--- config.mk ---
export PLATFORM = sky130hd
export DESIGN_NAME = cpu_bus_arbiter_flat
export DESIGN_NICKNAME = d
export VERILOG_FILES = /design/src/rtl/cpu_bus_arbiter_if.sv /design/src/rtl/cpu_bus_arbiter.sv /design/src/flat_wrapper.sv
export SDC_FILE = /design/constraint.sdc
export NUM_CORES = 1
export LEC_CHECK = 0
export ABC_AREA = 1
export BUFFER_PORTS_ARGS = -buffer_cell sky130_fd_sc_hd__buf_2
export CORE_MARGIN = 1
export CORE_UTILIZATION = 52
export DETAILED_ROUTE_END_ITERATION = 8
export PLACE_DENSITY = 0.93
export SETUP_SLACK_MARGIN = 0.2
export SYNTH_ARGS = -nofsm -noshare
export SYNTH_HDL_FRONTEND = slang
export SYNTH_SLANG_ARGS = --single-unit
--- constraint.sdc ---
create_clock -name clk -period 4 [get_ports clk]
set_input_delay 0.8 -clock clk [delete_from_list [all_inputs] [get_ports clk]]
set_output_delay 0.8 -clock clk [all_outputs]
set_load 0.05 [all_outputs]
--- src/rtl/cpu_bus_arbiter_if.sv ---
// rtl/cpu_bus_arbiter_if.sv - request/ack and peripheral bus signal bundle for cpu_bus_arbiter
interface cpu_bus_arbiter_if #(
  parameter int AW = 8,
  parameter int DW = 8
);
  logic          req0;
  logic          req1;
  logic          we0;
  logic          we1;
  logic [AW-1:0] addr0;
  logic [AW-1:0] addr1;
  logic [DW-1:0] wdata0;
  logic [DW-1:0] wdata1;
  logic          ack0;
  logic          ack1;
  logic [DW-1:0] rdata0;
  logic [DW-1:0] rdata1;
  logic          ce;
  logic          rd;
  logic          wr;
  logic [AW-1:0] addr;
  logic [DW-1:0] data_wr;
  logic [DW-1:0] data_rd;
  logic          busy;
  logic [1:0]    grant;

  // Arbiter view: serves the two requesters and drives the peripheral bus.
  modport slave (
    input  req0, req1, we0, we1, addr0, addr1, wdata0, wdata1, data_rd,
    output ack0, ack1, rdata0, rdata1, ce, rd, wr, addr, data_wr, busy, grant
  );

  // Environment view: requesting engines plus the bus-attached slave.
  modport master (
    output req0, req1, we0, we1, addr0, addr1, wdata0, wdata1, data_rd,
    input  ack0, ack1, rdata0, rdata1, ce, rd, wr, addr, data_wr, busy, grant
  );
endinterface

--- src/rtl/cpu_bus_arbiter.sv ---
// rtl/cpu_bus_arbiter.sv - two-master arbiter/sequencer for the 8-bit CPU peripheral bus (option: BUS_ARB_FIXED_PRIO_EN)
module cpu_bus_arbiter #(
  parameter int AW       = 8,
  parameter int DW       = 8,
  parameter int WAIT_CYC = 0
) (
  input  logic            clk,
  input  logic            rst_n,
  cpu_bus_arbiter_if.slave bus
);

  localparam int CW = (WAIT_CYC > 0) ? $clog2(WAIT_CYC + 1) : 1;

  typedef enum logic [1:0] {
    S_IDLE   = 2'd0,
    S_ACCESS = 2'd1,
    S_DONE   = 2'd2
  } state_t;

  state_t        r_state;
  logic          r_win;      // 0 = master 0 owns the transaction, 1 = master 1
  logic          r_we_l;
  logic [CW-1:0] r_cnt;
  logic          r_ce;
  logic          r_rd;
  logic          r_wr;
  logic [AW-1:0] r_addr;
  logic [DW-1:0] r_data_wr;
  logic          r_ack0;
  logic          r_ack1;
  logic [DW-1:0] r_rdata0;
  logic [DW-1:0] r_rdata1;
  logic          r_busy;
  logic [1:0]    r_grant;

  logic          w_win;
  logic          w_sel_we;
  logic [AW-1:0] w_sel_addr;
  logic [DW-1:0] w_sel_wdata;

`ifdef BUS_ARB_FIXED_PRIO_EN
  // Fixed priority: master 1 only wins when master 0 is not requesting.
  always_comb begin
    w_win = ~bus.req0;
  end
`else
  logic r_last_grant;

  // Round-robin: on a tie the master not granted last wins.
  always_comb begin
    w_win = ~bus.req0;
    if (bus.req0 && bus.req1) begin
      w_win = ~r_last_grant;
    end
  end

  // Remember the most recent winner for the next tie.
  always_ff @(posedge clk or negedge rst_n) begin
    if (!rst_n) begin
      r_last_grant <= 1'b1;
    end else if (r_state == S_IDLE && (bus.req0 || bus.req1)) begin
      r_last_grant <= w_win;
    end
  end
`endif

  // Mux the winning master's request fields.
  always_comb begin
    w_sel_we    = w_win ? bus.we1    : bus.we0;
    w_sel_addr  = w_win ? bus.addr1  : bus.addr0;
    w_sel_wdata = w_win ? bus.wdata1 : bus.wdata0;
  end

  // Transaction sequencer: grant in IDLE, strobe the bus in ACCESS, acknowledge in DONE.
  always_ff @(posedge clk or negedge rst_n) begin
    if (!rst_n) begin
      r_state   <= S_IDLE;
      r_win     <= 1'b0;
      r_we_l    <= 1'b0;
      r_cnt     <= '0;
      r_ce      <= 1'b0;
      r_rd      <= 1'b0;
      r_wr      <= 1'b0;
      r_addr    <= '0;
      r_data_wr <= '0;
      r_ack0    <= 1'b0;
      r_ack1    <= 1'b0;
      r_rdata0  <= '0;
      r_rdata1  <= '0;
      r_busy    <= 1'b0;
      r_grant   <= 2'b00;
    end else begin
      case (r_state)
        S_IDLE: begin
          if (bus.req0 || bus.req1) begin
            r_win     <= w_win;
            r_we_l    <= w_sel_we;
            r_cnt     <= CW'(WAIT_CYC);
            r_ce      <= 1'b1;
            r_rd      <= ~w_sel_we;
            r_wr      <= w_sel_we;
            r_addr    <= w_sel_addr;
            r_data_wr <= w_sel_we ? w_sel_wdata : '0;
            r_busy    <= 1'b1;
            r_grant   <= w_win ? 2'b10 : 2'b01;
            r_state   <= S_ACCESS;
          end
        end
        S_ACCESS: begin
          if (r_cnt == '0) begin
            // Slave returns data_rd combinationally while ce & rd, so sample it on the last access edge.
            if (!r_we_l) begin
              if (r_win) begin
                r_rdata1 <= bus.data_rd;
              end else begin
                r_rdata0 <= bus.data_rd;
              end
            end
            r_ce      <= 1'b0;
            r_rd      <= 1'b0;
            r_wr      <= 1'b0;
            r_addr    <= '0;
            r_data_wr <= '0;
            r_ack0    <= ~r_win;
            r_ack1    <= r_win;
            r_state   <= S_DONE;
          end else begin
            r_cnt <= r_cnt - 1'b1;
          end
        end
        S_DONE: begin
          r_ack0  <= 1'b0;
          r_ack1  <= 1'b0;
          r_busy  <= 1'b0;
          r_grant <= 2'b00;
          r_state <= S_IDLE;
        end
        default: begin
          r_state <= S_IDLE;
        end
      endcase
    end
  end

  assign bus.ce      = r_ce;
  assign bus.rd      = r_rd;
  assign bus.wr      = r_wr;
  assign bus.addr    = r_addr;
  assign bus.data_wr = r_data_wr;
  assign bus.ack0    = r_ack0;
  assign bus.ack1    = r_ack1;
  assign bus.rdata0  = r_rdata0;
  assign bus.rdata1  = r_rdata1;
  assign bus.busy    = r_busy;
  assign bus.grant   = r_grant;

endmodule
--- src/flat_wrapper.sv ---
// flat-port wrapper written by rule: the top's interface ports become plain ports
module cpu_bus_arbiter_flat 
#(
  parameter int AW       = 8,
  parameter int DW       = 8,
  parameter int WAIT_CYC = 0
)
  (clk, rst_n, bus_req0, bus_req1, bus_we0, bus_we1, bus_addr0, bus_addr1, bus_wdata0, bus_wdata1, bus_data_rd, bus_ack0, bus_ack1, bus_rdata0, bus_rdata1, bus_ce, bus_rd, bus_wr, bus_addr, bus_data_wr, bus_busy, bus_grant);
  cpu_bus_arbiter_if #(.AW(AW), .DW(DW)) bus_i ();
  input  logic clk;
  input  logic rst_n;
  input wire logic [$bits(bus_i.req0)-1:0] bus_req0;
  input wire logic [$bits(bus_i.req1)-1:0] bus_req1;
  input wire logic [$bits(bus_i.we0)-1:0] bus_we0;
  input wire logic [$bits(bus_i.we1)-1:0] bus_we1;
  input wire logic [$bits(bus_i.addr0)-1:0] bus_addr0;
  input wire logic [$bits(bus_i.addr1)-1:0] bus_addr1;
  input wire logic [$bits(bus_i.wdata0)-1:0] bus_wdata0;
  input wire logic [$bits(bus_i.wdata1)-1:0] bus_wdata1;
  input wire logic [$bits(bus_i.data_rd)-1:0] bus_data_rd;
  output wire logic [$bits(bus_i.ack0)-1:0] bus_ack0;
  output wire logic [$bits(bus_i.ack1)-1:0] bus_ack1;
  output wire logic [$bits(bus_i.rdata0)-1:0] bus_rdata0;
  output wire logic [$bits(bus_i.rdata1)-1:0] bus_rdata1;
  output wire logic [$bits(bus_i.ce)-1:0] bus_ce;
  output wire logic [$bits(bus_i.rd)-1:0] bus_rd;
  output wire logic [$bits(bus_i.wr)-1:0] bus_wr;
  output wire logic [$bits(bus_i.addr)-1:0] bus_addr;
  output wire logic [$bits(bus_i.data_wr)-1:0] bus_data_wr;
  output wire logic [$bits(bus_i.busy)-1:0] bus_busy;
  output wire logic [$bits(bus_i.grant)-1:0] bus_grant;
  assign bus_i.req0 = bus_req0;
  assign bus_i.req1 = bus_req1;
  assign bus_i.we0 = bus_we0;
  assign bus_i.we1 = bus_we1;
  assign bus_i.addr0 = bus_addr0;
  assign bus_i.addr1 = bus_addr1;
  assign bus_i.wdata0 = bus_wdata0;
  assign bus_i.wdata1 = bus_wdata1;
  assign bus_i.data_rd = bus_data_rd;
  assign bus_ack0 = bus_i.ack0;
  assign bus_ack1 = bus_i.ack1;
  assign bus_rdata0 = bus_i.rdata0;
  assign bus_rdata1 = bus_i.rdata1;
  assign bus_ce = bus_i.ce;
  assign bus_rd = bus_i.rd;
  assign bus_wr = bus_i.wr;
  assign bus_addr = bus_i.addr;
  assign bus_data_wr = bus_i.data_wr;
  assign bus_busy = bus_i.busy;
  assign bus_grant = bus_i.grant;
  cpu_bus_arbiter #(.AW(AW), .DW(DW), .WAIT_CYC(WAIT_CYC)) u_core (.clk(clk), .rst_n(rst_n), .bus(bus_i));
endmodule
==> summary.md, run 1 <==
| Metric | Value |
|---|---|
| Root Buffer | `clkbuf_8` |
| Placed Cells incl. Taps | `about 370` |
| Die Y | `between 60 and 70 µm` |
| # hold bufs at CTS | `0` |
| GRT Total Usage | `around 22%` |
| RSZ-0062 raised after global routing | `false` |
| Vias in the first global route | `approximately 1,700` |
| Kind of critical path | `in -> reg` |
| Starting Density | `roughly 54%` |
| Final cell area excluding filler cells | `about 2700 µm²` |
| Setup violations, final | `0` |
| Vias | `approximately 1,800` |
| Crit Reg-Reg Endpoint | `u_core.bus.data_wr[6]` |
| Max Clk Rate | `approximately 530 MHz` |
| Total power | `about 2500 µW` |
| Status | `completed` |
| Post-CTS Setup Inserts | `0` |
| #FFs+latches synth | `45` |
| Fin cells | `380` |
| Final Skew | `slightly above 7 ps` |
| CTS tree | `done` |
| Syn Area/Cell | `8.79 µm²` |
| Synthesized area | `roughly 2200 µm²` |
| Hold Crit Class | `reg -> reg` |
| Grt total ovfl | `0` |
| Final min period | `1900 ps` |
| Row count | `23` |
| PostCTS Resize Cnt | `0` |
| # nets final | `roughly 380` |
| Via density | `4.80` |
| Period utilization | `around 48%` |
| CP required | `approximately 4200 ps` |
| Remaining DRCs | `0` |
| Final Core Density | `66.8%` |
| Number of antenna violations at the first check in global routing | `0` |
| CTS Buf Count | `5` |
| CTS Sinks | `45` |
| Sequential area share after synthesis | `between 50% and 60%` |
| Slew @ Worst Pin | `a little under 1000 ps` |
| Worst setup path endpoint | `u_core.bus.data_wr[6]` |
| Worst R2R Path Depth | `7` |
| Setup crit end kind | `flop` |
| H-tree levels | `2` |
| Fin. Hold Viols | `0` |
| Clk Latency, worst-skew pair | `roughly 300 ps` |
| DRC marker count from the first detailed-route iteration | `182` |
| Max-cap violations | `0` |
| Die W | `approximately 66 µm` |
| Max Slew Vio Count | `0` |
| GP Congestion | `0.808` |
| Ratio of cells with drive above 1 in the final layout | `between 30% and 40%` |
| Total iterations of the first detailed-routing run | `4` |
| Cells after synthesis | `roughly 250` |
| IR Drop Worst-Case VDD | `roughly 0.00063 V` |
| Synth-to-layout area growth | `24.0%` |
| Setup TNS | `0 ps` |
| Placed instance area | `between 2000 and 3000 µm²` |
| Ant. Diodes | `0` |
| Critical R2R Launch | `u_core.r_last_grant` |
| Die ar. | `around 4400 µm²` |
| PwrDens | `around 920 nW/µm²` |
| Post-route ant nets | `0` |
| Critical path launch point | `bus_req1` |
| WP data arrival | `2100 ps` |
| Port Buffer Count | `85` |
| Pin count of the biggest net entering global routing | `46` |
| Global-route wire length before repair | `roughly 7000 µm` |
| Fill cell count | `around 340` |
| Netlist cell types | `19` |
| Flop2flop setup slack | `around 2200 ps` |
| Syn Nets | `just under 300` |
| Slew headroom | `34.4%` |
| Reg clk slew, reported paths | `roughly 80 ps` |
| Worst Setup Start Kind | `primary input` |
| Wirelength, routed | `~4500 µm` |
| IO Pins | `86` |
| Core Box Area | `4000 µm²` |
| Post-DP HPWL | `3300 µm` |
| Routed WL per cell | `around 12 µm` |
| Ys Warns | `0` |
| Pleak | `roughly 0.0015 µW` |
| Maximum clock insertion buffer count | `2` |
| CP Max Fanout | `27` |
[through the flow]
stage	hold WS, ps	setup WS (ps)
floorplan	474	2500
global placement	460	1860
CTS	483	2110
finish	480	2100
detailed placement	461	1780
global route	500	1960
[sequential cells by signal, summed over array words and instances (netlist names)]
name / flops
u_core.bus.addr: 8
u_core.bus.data_wr: 8
u_core.r_win: 1
u_core.r_we_l: 1
u_core.bus.rdata0: 8
u_core.bus.busy: 1
u_core.bus.ack1: 1
u_core.bus.ce: 1
u_core.bus.rdata1: 8
u_core.bus.rd: 1
u_core.r_last_grant: 1
u_core.bus.grant: 2
u_core.bus.wr: 1
u_core.bus.ack0: 1
u_core.r_state: 2
[where the power goes]
| group | leakage [µW] | switching [µW] | internal, µW | total, µW |
|---|---|---|---|---|
| logic | 0.000920 | 1070 | 330 | 1400 |
| clock network | 0.0000512 | 153 | 140 | 293 |
| registers | 0.000569 | 101 | 658 | 759 |
[cell type report]
class	instances	area (µm²)	share of cell area, %
flip-flops and latches	45	1130	42.2
clock buffers	6	82.6	3.09
multi-input cells	161	842	31.5
inverters	31	116	4.36
repair buffers	85	425	15.9
well taps	50	62.6	2.34
clock inverters	2	13.8	0.515
[worst max-delay path, stage by stage]
cell	delay (ps)
buf_2	120
nand2_1	270
nand2_2	370
nand2_1	210
nand2_2	150
nand3_1	110
nand2_1	50
[Yosys cell counts (all sizes together)]
master / number / area share (%)
ha: 4 / 2.3
inv: 31 / 5.4
nor2: 9 / 1.9
nand2: 87 / 16
o22ai: 2 / 0.58
buf: 8 / 3.1
nand4: 1 / 0.29
o21ai: 36 / 12
dfrtp: 44 / 51
dfstp: 1 / 1.2
nand3: 22 / 6.5
[cells by family (layout without fill, tap and decap cells)]
logic type                 count (synthesis)  in the layout  synth area share (%)
adders and majority gates                  4              4                  2.32
and+or+nand+nor                          119            119                  24.3
AOI/OAI and AO/OA                         38             38                  12.4
DFF                                       45             45                  52.4
buffers and inverters                     39            124                  8.54
[how the worst min path moves through the flow]
stage / cells after the start / endpoint / slack (ps) / from
6_report: 2 / u_core.bus.data_wr[4] / 480 / u_core.bus.data_wr[4]
5_1_grt: 2 / u_core.bus.rdata0[2] / 500 / u_core.bus.rdata0[2]
4_1_cts: 2 / u_core.bus.data_wr[4] / 480 / u_core.bus.data_wr[4]
3_5_place_dp: 2 / u_core.bus.data_wr[4] / 460 / u_core.bus.data_wr[4]
3_3_place_gp: 2 / u_core.bus.data_wr[4] / 460 / u_core.bus.data_wr[4]
2_1_floorplan: 2 / u_core.r_last_grant / 470 / u_core.r_last_grant
[layout by cell type (no fill, tap or decap)]
| cell | Yosys | layout |
|---|---|---|
| o21ai_0 | 18 | 18 |
| nor2_1 | 8 | 8 |
| nand3_1 | 19 | 19 |
| o21ai_2 | 17 | 17 |
| ha_1 | 4 | 4 |
| buf_2 | 3 | 85 |
| clkbuf_8 | 0 | 6 |
| o22ai_1 | 2 | 2 |
| nand2_2 | 4 | 4 |
| nor2_4 | 1 | 1 |
| clkinv_4 | 0 | 1 |
| nand3_2 | 1 | 1 |
| dfstp_2 | 1 | 1 |
| o21ai_4 | 1 | 1 |
| dfrtp_1 | 44 | 44 |
| inv_1 | 31 | 31 |
| clkinv_2 | 0 | 1 |
| nand2_1 | 83 | 83 |
| nand4_1 | 1 | 1 |
| nand3_4 | 2 | 2 |
[metal layers]
layer	track usage, %	up-vias	wire length (µm)	part of all wire [%]
met1	26.3	820	1950	43
met4	8.24	0	71	1.6
li1	-	935	-	-
met3	5.00	9	247	5.4
met5	0	-	0	0
met2	37.8	59	2280	50
Note: power is estimated with default switching activity, not from simulation.
==> run 2: changes to the inputs <==
--- a/config.mk
+++ b/config.mk
@@ -5,12 +5,12 @@
 export SDC_FILE = /design/constraint.sdc
 export NUM_CORES = 1
 export LEC_CHECK = 0
-export ABC_AREA = 1
+export ABC_AREA = 0
 export BUFFER_PORTS_ARGS = -buffer_cell sky130_fd_sc_hd__buf_2
 export CORE_MARGIN = 1
-export CORE_UTILIZATION = 52
+export CORE_UTILIZATION = 42
 export DETAILED_ROUTE_END_ITERATION = 8
-export PLACE_DENSITY = 0.93
+export PLACE_DENSITY = 0.83
 export SETUP_SLACK_MARGIN = 0.2
 export SYNTH_ARGS = -nofsm -noshare
 export SYNTH_HDL_FRONTEND = slang
==> constraint.sdc (replaced) <==
create_clock -name clk -period 1.7 [get_ports clk]
set_input_delay 0.34 -clock clk [delete_from_list [all_inputs] [get_ports clk]]
set_output_delay 0.34 -clock clk [all_outputs]
set_load 0.05 [all_outputs]
==> run 2 against run 1 <==
The flow now finishes with violations (design-rule violations). Clock skew increased by 2.1 ps. Cell count decreased by 19%. Routed wire length increased by 2.1%. Non-clock buffer count grew 17. Critical path depth fell by 2. Global-route usage is 2.4 points lower. Synthesized cell count decreased by 37%. First-iteration DRC count down 68%. Largest power group unchanged.
==> summary.md, run 2 <==
| Metric | Value |
|---|---|
| Pin count of the biggest net entering global routing | `20 (-57%)` |
| Slew @ Worst Pin | `462 ps (-522 ps)` |
| Remaining DRCs | `10 (+10)` |
| Vias | `1,614 (-11%)` |
| Worst R2R Path Depth | `5 (-2)` |
| Kind of critical path | `reg -> reg` |
| CP Max Fanout | `7 (-74%)` |
| Slowest-stage cell, CP | `dfrtp_1` |
| Most frequent cell after synthesis | `dfrtp_1` |
| IR Drop Worst-Case VDD | `0.00106 V (+69%)` |
| Fin. Hold Viols | `0 (unchanged)` |
| Flop2flop setup slack | `140 ps (-2040 ps)` |
| Grt total ovfl | `0 (unchanged)` |
| Crit-path cells | `inv_2 -> ha_4 -> nor3b_4 -> buf_6 -> mux2_4` |
| Crit-path max cell delay | `440 ps (+70 ps)` |
| CTS Buf Count | `5 (unchanged)` |
| #FFs+latches synth | `45 (unchanged)` |
| Max Slew Vio Count | `0 (unchanged)` |
| Placed Cells incl. Taps | `290 (-22%)` |
| CTS Sinks | `45 (unchanged)` |
| Synth top area share | `55.7% (+4.5 points)` |
| Crit Reg-Reg Endpoint | `u_core.r_state[0]` |
| H-tree levels | `2 (unchanged)` |
| Post-synth top flop | `dfrtp_1` |
| Ratio of cells with drive above 1 in the final layout | `56.5% (+20 points)` |
| Status | `finished with violations` |
| Synthesized area | `1980 µm² (-8.1%)` |
| Vias in the first global route | `1,615 (-6.1%)` |
| Synth-to-layout area growth | `39.9%` |
| Total iterations of the first detailed-routing run | `6 (+2)` |
| Cell taking the most area after synthesis | `dfrtp_1` |
| GRT Total Usage | `19.5% (-2.4 points)` |
| Most common cell after layout, fill and taps aside | `buf_2` |
| Hold EP | `u_core.bus.data_wr[1]` |
| Pre-CTS setup slack | `-94.2 ps (-1870 ps)` |
| Setup violations, final | `0 (unchanged)` |
| CP required | `1890 ps (-2310 ps)` |
| Die ar. | `4990 µm² (+13%)` |
| Pleak | `0.00144 µW (-6.3%)` |
| Fin worst setup slack | `140 ps (-1960 ps)` |
| Port Buffer Count | `85 (unchanged)` |
| Root Buffer | `clkbuf_8` |
| Wirelength, routed | `4640 µm (+2.1%)` |
| # nets final | `304 (-20%)` |
| Sequential area share after synthesis | `57.0% (+4.6 points)` |
| GP Congestion | `0.762 (-5.8%)` |
| IO Pins | `86 (unchanged)` |
| Worst hold stages | `2 (unchanged)` |
| Post-route ant nets | `0 (unchanged)` |
| DRC marker count from the first detailed-route iteration | `58 (-68%)` |
| Routed WL per cell | `15.1 µm (+26%)` |
| Row count | `24 (+4.3%)` |
| Fraction of registers with async set/reset | `100% (unchanged)` |
| Cells after synthesis | `154 (-37%)` |
| Post-DP HPWL | `3410 µm (+3.5%)` |
| CTS tree | `done` |
| Worst Setup Start Kind | `flop` |
| Syn Area/Cell | `12.8 µm² (+46%)` |
| Synth cell count leaders | `44 x dfrtp_1, 19 x mux2_2, 16 x a221o_1, 10 x and3_1` |
| Reg clk slew, reported paths | `90 ps (about the same)` |
| Post-synth EDFFs | `0 (unchanged)` |
| Ys Warns | `0 (unchanged)` |
| Via density | `5.26 (+9.6%)` |
| Critical R2R Launch | `u_core.r_state[0]` |
| Most frequent cells in the layout | `85 x buf_2, 44 x dfrtp_1, 16 x a221o_1` |
| Hold Crit Class | `in -> reg` |
| Clk Latency, worst-skew pair | `300 ps (about the same)` |
| Global-route wire length before repair | `7560 µm (+4.9%)` |
| Core Box Area | `4440 µm² (+11%)` |
| WP data arrival | `1750 ps (-350 ps)` |
| Die Y | `70.6 µm (+6.5%)` |
| Fin cells | `307 (-19%)` |
| Die W | `70.6 µm (+6.5%)` |
| Netlist cell types | `31 (+12)` |
| Max-cap violations | `0 (unchanged)` |
| Slew headroom | `69.2% (+35 points)` |
| Maximum clock insertion buffer count | `2 (unchanged)` |
| Synth area leaders | `dfrtp_1 56%, mux2_2 11%, a221o_1 8.1%` |
| Starting Density | `44.5% (-9.3 points)` |
| Final Skew | `9.24 ps (+2.08 ps)` |
| Fill cell count | `360 (+7.1%)` |
| Failing checks | `design-rule violations` |
| PwrDens | `2220 nW/µm² (+140%)` |
| Min-delay src | `bus_wdata0[1]` |
| Syn Nets | `204 (-31%)` |
| Ant. Diodes | `0 (unchanged)` |
| Total power | `6140 µW (+150%)` |
| Period utilization | `between 90% and 100%` |
| Setup crit end kind | `flop` |
| Number of antenna violations at the first check in global routing | `0 (unchanged)` |
| RSZ-0062 raised after global routing | `true` |
| Final min period | `1560 ps` |
| Max Clk Rate | `around 640 MHz` |
-- run 2: cell types whose count changed in the layout (fill, tap and decap cells not counted), sizes merged, moves of 5 or more --
| cell | before | now |
|---|---|---|
| a221o | 0 | 16 |
| o21ai | 36 | 6 |
| nand3 | 22 | 0 |
| nand2 | 87 | 8 |
| o21a | 0 | 8 |
| mux2 | 0 | 19 |
| and3 | 0 | 10 |
| buf | 85 | 101 |
| inv | 31 | 6 |
| a21oi | 0 | 5 |
| nor2 | 9 | 3 |
-- run 2: logic make-up (layout without fill, tap and decap cells) --
group	Yosys count	after routing	share of synthesized area (%)
AOI/OAI and AO/OA	41	41	16.4
adders and majority gates	4	4	2.53
buffers and inverters	14	115	3.67
DFF	45	45	57.0
muxes	19	19	10.8
and+or+nand+nor	31	31	9.55
-- run 2: worst max path at each step --
| stage | start | to | slack [ps] | cells after the start |
|---|---|---|---|---|
| after floorplan | u_core.r_state[0] | u_core.bus.addr[0] | 120 | 6 |
| after global placement | u_core.r_state[1] | u_core.bus.addr[6] | -20 | 5 |
| after detailed placement | u_core.r_state[0] | u_core.bus.addr[1] | -90 | 5 |
| after CTS | u_core.r_state[0] | u_core.bus.addr[2] | 140 | 5 |
| after global routing | u_core.r_state[1] | u_core.bus.addr[3] | 80 | 5 |
| final | u_core.r_state[0] | u_core.r_state[0] | 140 | 5 |
-- run 2: critical path, delay by kind of cell (launching register included) --
| kind | cells | cell delay (ps) |
|---|---|---|
| fa+ha+maj | 1 | 160 |
| buf+inv | 2 | 280 |
| flops | 1 | 440 |
| simple gates | 1 | 270 |
| mux | 1 | 300 |
-- run 2: area by class of cell --
type	count	area (µm²)	share of cell area (%)
Sequential cell	45	1130	40.7
Multi-Input combinational cell	95	876	31.6
Timing Repair Buffer	102	587	21.2
Clock buffer	5	68.8	2.49
Tap cell	52	65.1	2.35
Clock inverter	3	25.0	0.904
Inverter	5	18.8	0.678
-- run 2: what timing repair did --
action / 4_1_cts / 5_1_grt
endpoints found under the hold margin: 16 / 0
buffers inserted: 7 / 0
pin swaps: 1 / 3
cloned: 1 / 0
gates resized for setup: 17 / 8
hold buffers: 1 / 0
endpoints found under the setup margin: 36 / 36
-- run 2: layer usage --
layer	part of all wire [%]	vias up	track usage, %
met3	5.5	5	4.42
met5	0	-	0
li1	-	773	-
met4	1.4	0	6.44
met2	50	54	34.4
met1	44	782	23.7
-- run 2: per-stage QoR --
step | hold slack (ps) | instance area [µm²] | utilization, % | TNS, ps
CTS | 259 | 2750 | 61.9 | 0
floorplan | 44.4 | 2030 | - | 0
global route | 260 | 2770 | 62.3 | 0
global placement | 310 | 2540 | 57.1 | -162
detailed placement | 321 | 2540 | 57.1 | -704
finish | 266 | 2770 | 62.3 | 0
-- run 2: report_power, final --
group | switching, µW | total [µW] | internal (µW)
clock | 379 | 676 | 297
combinational | 2350 | 3610 | 1260
sequential | 291 | 1850 | 1560
total | 3020 | 6140 | 3110
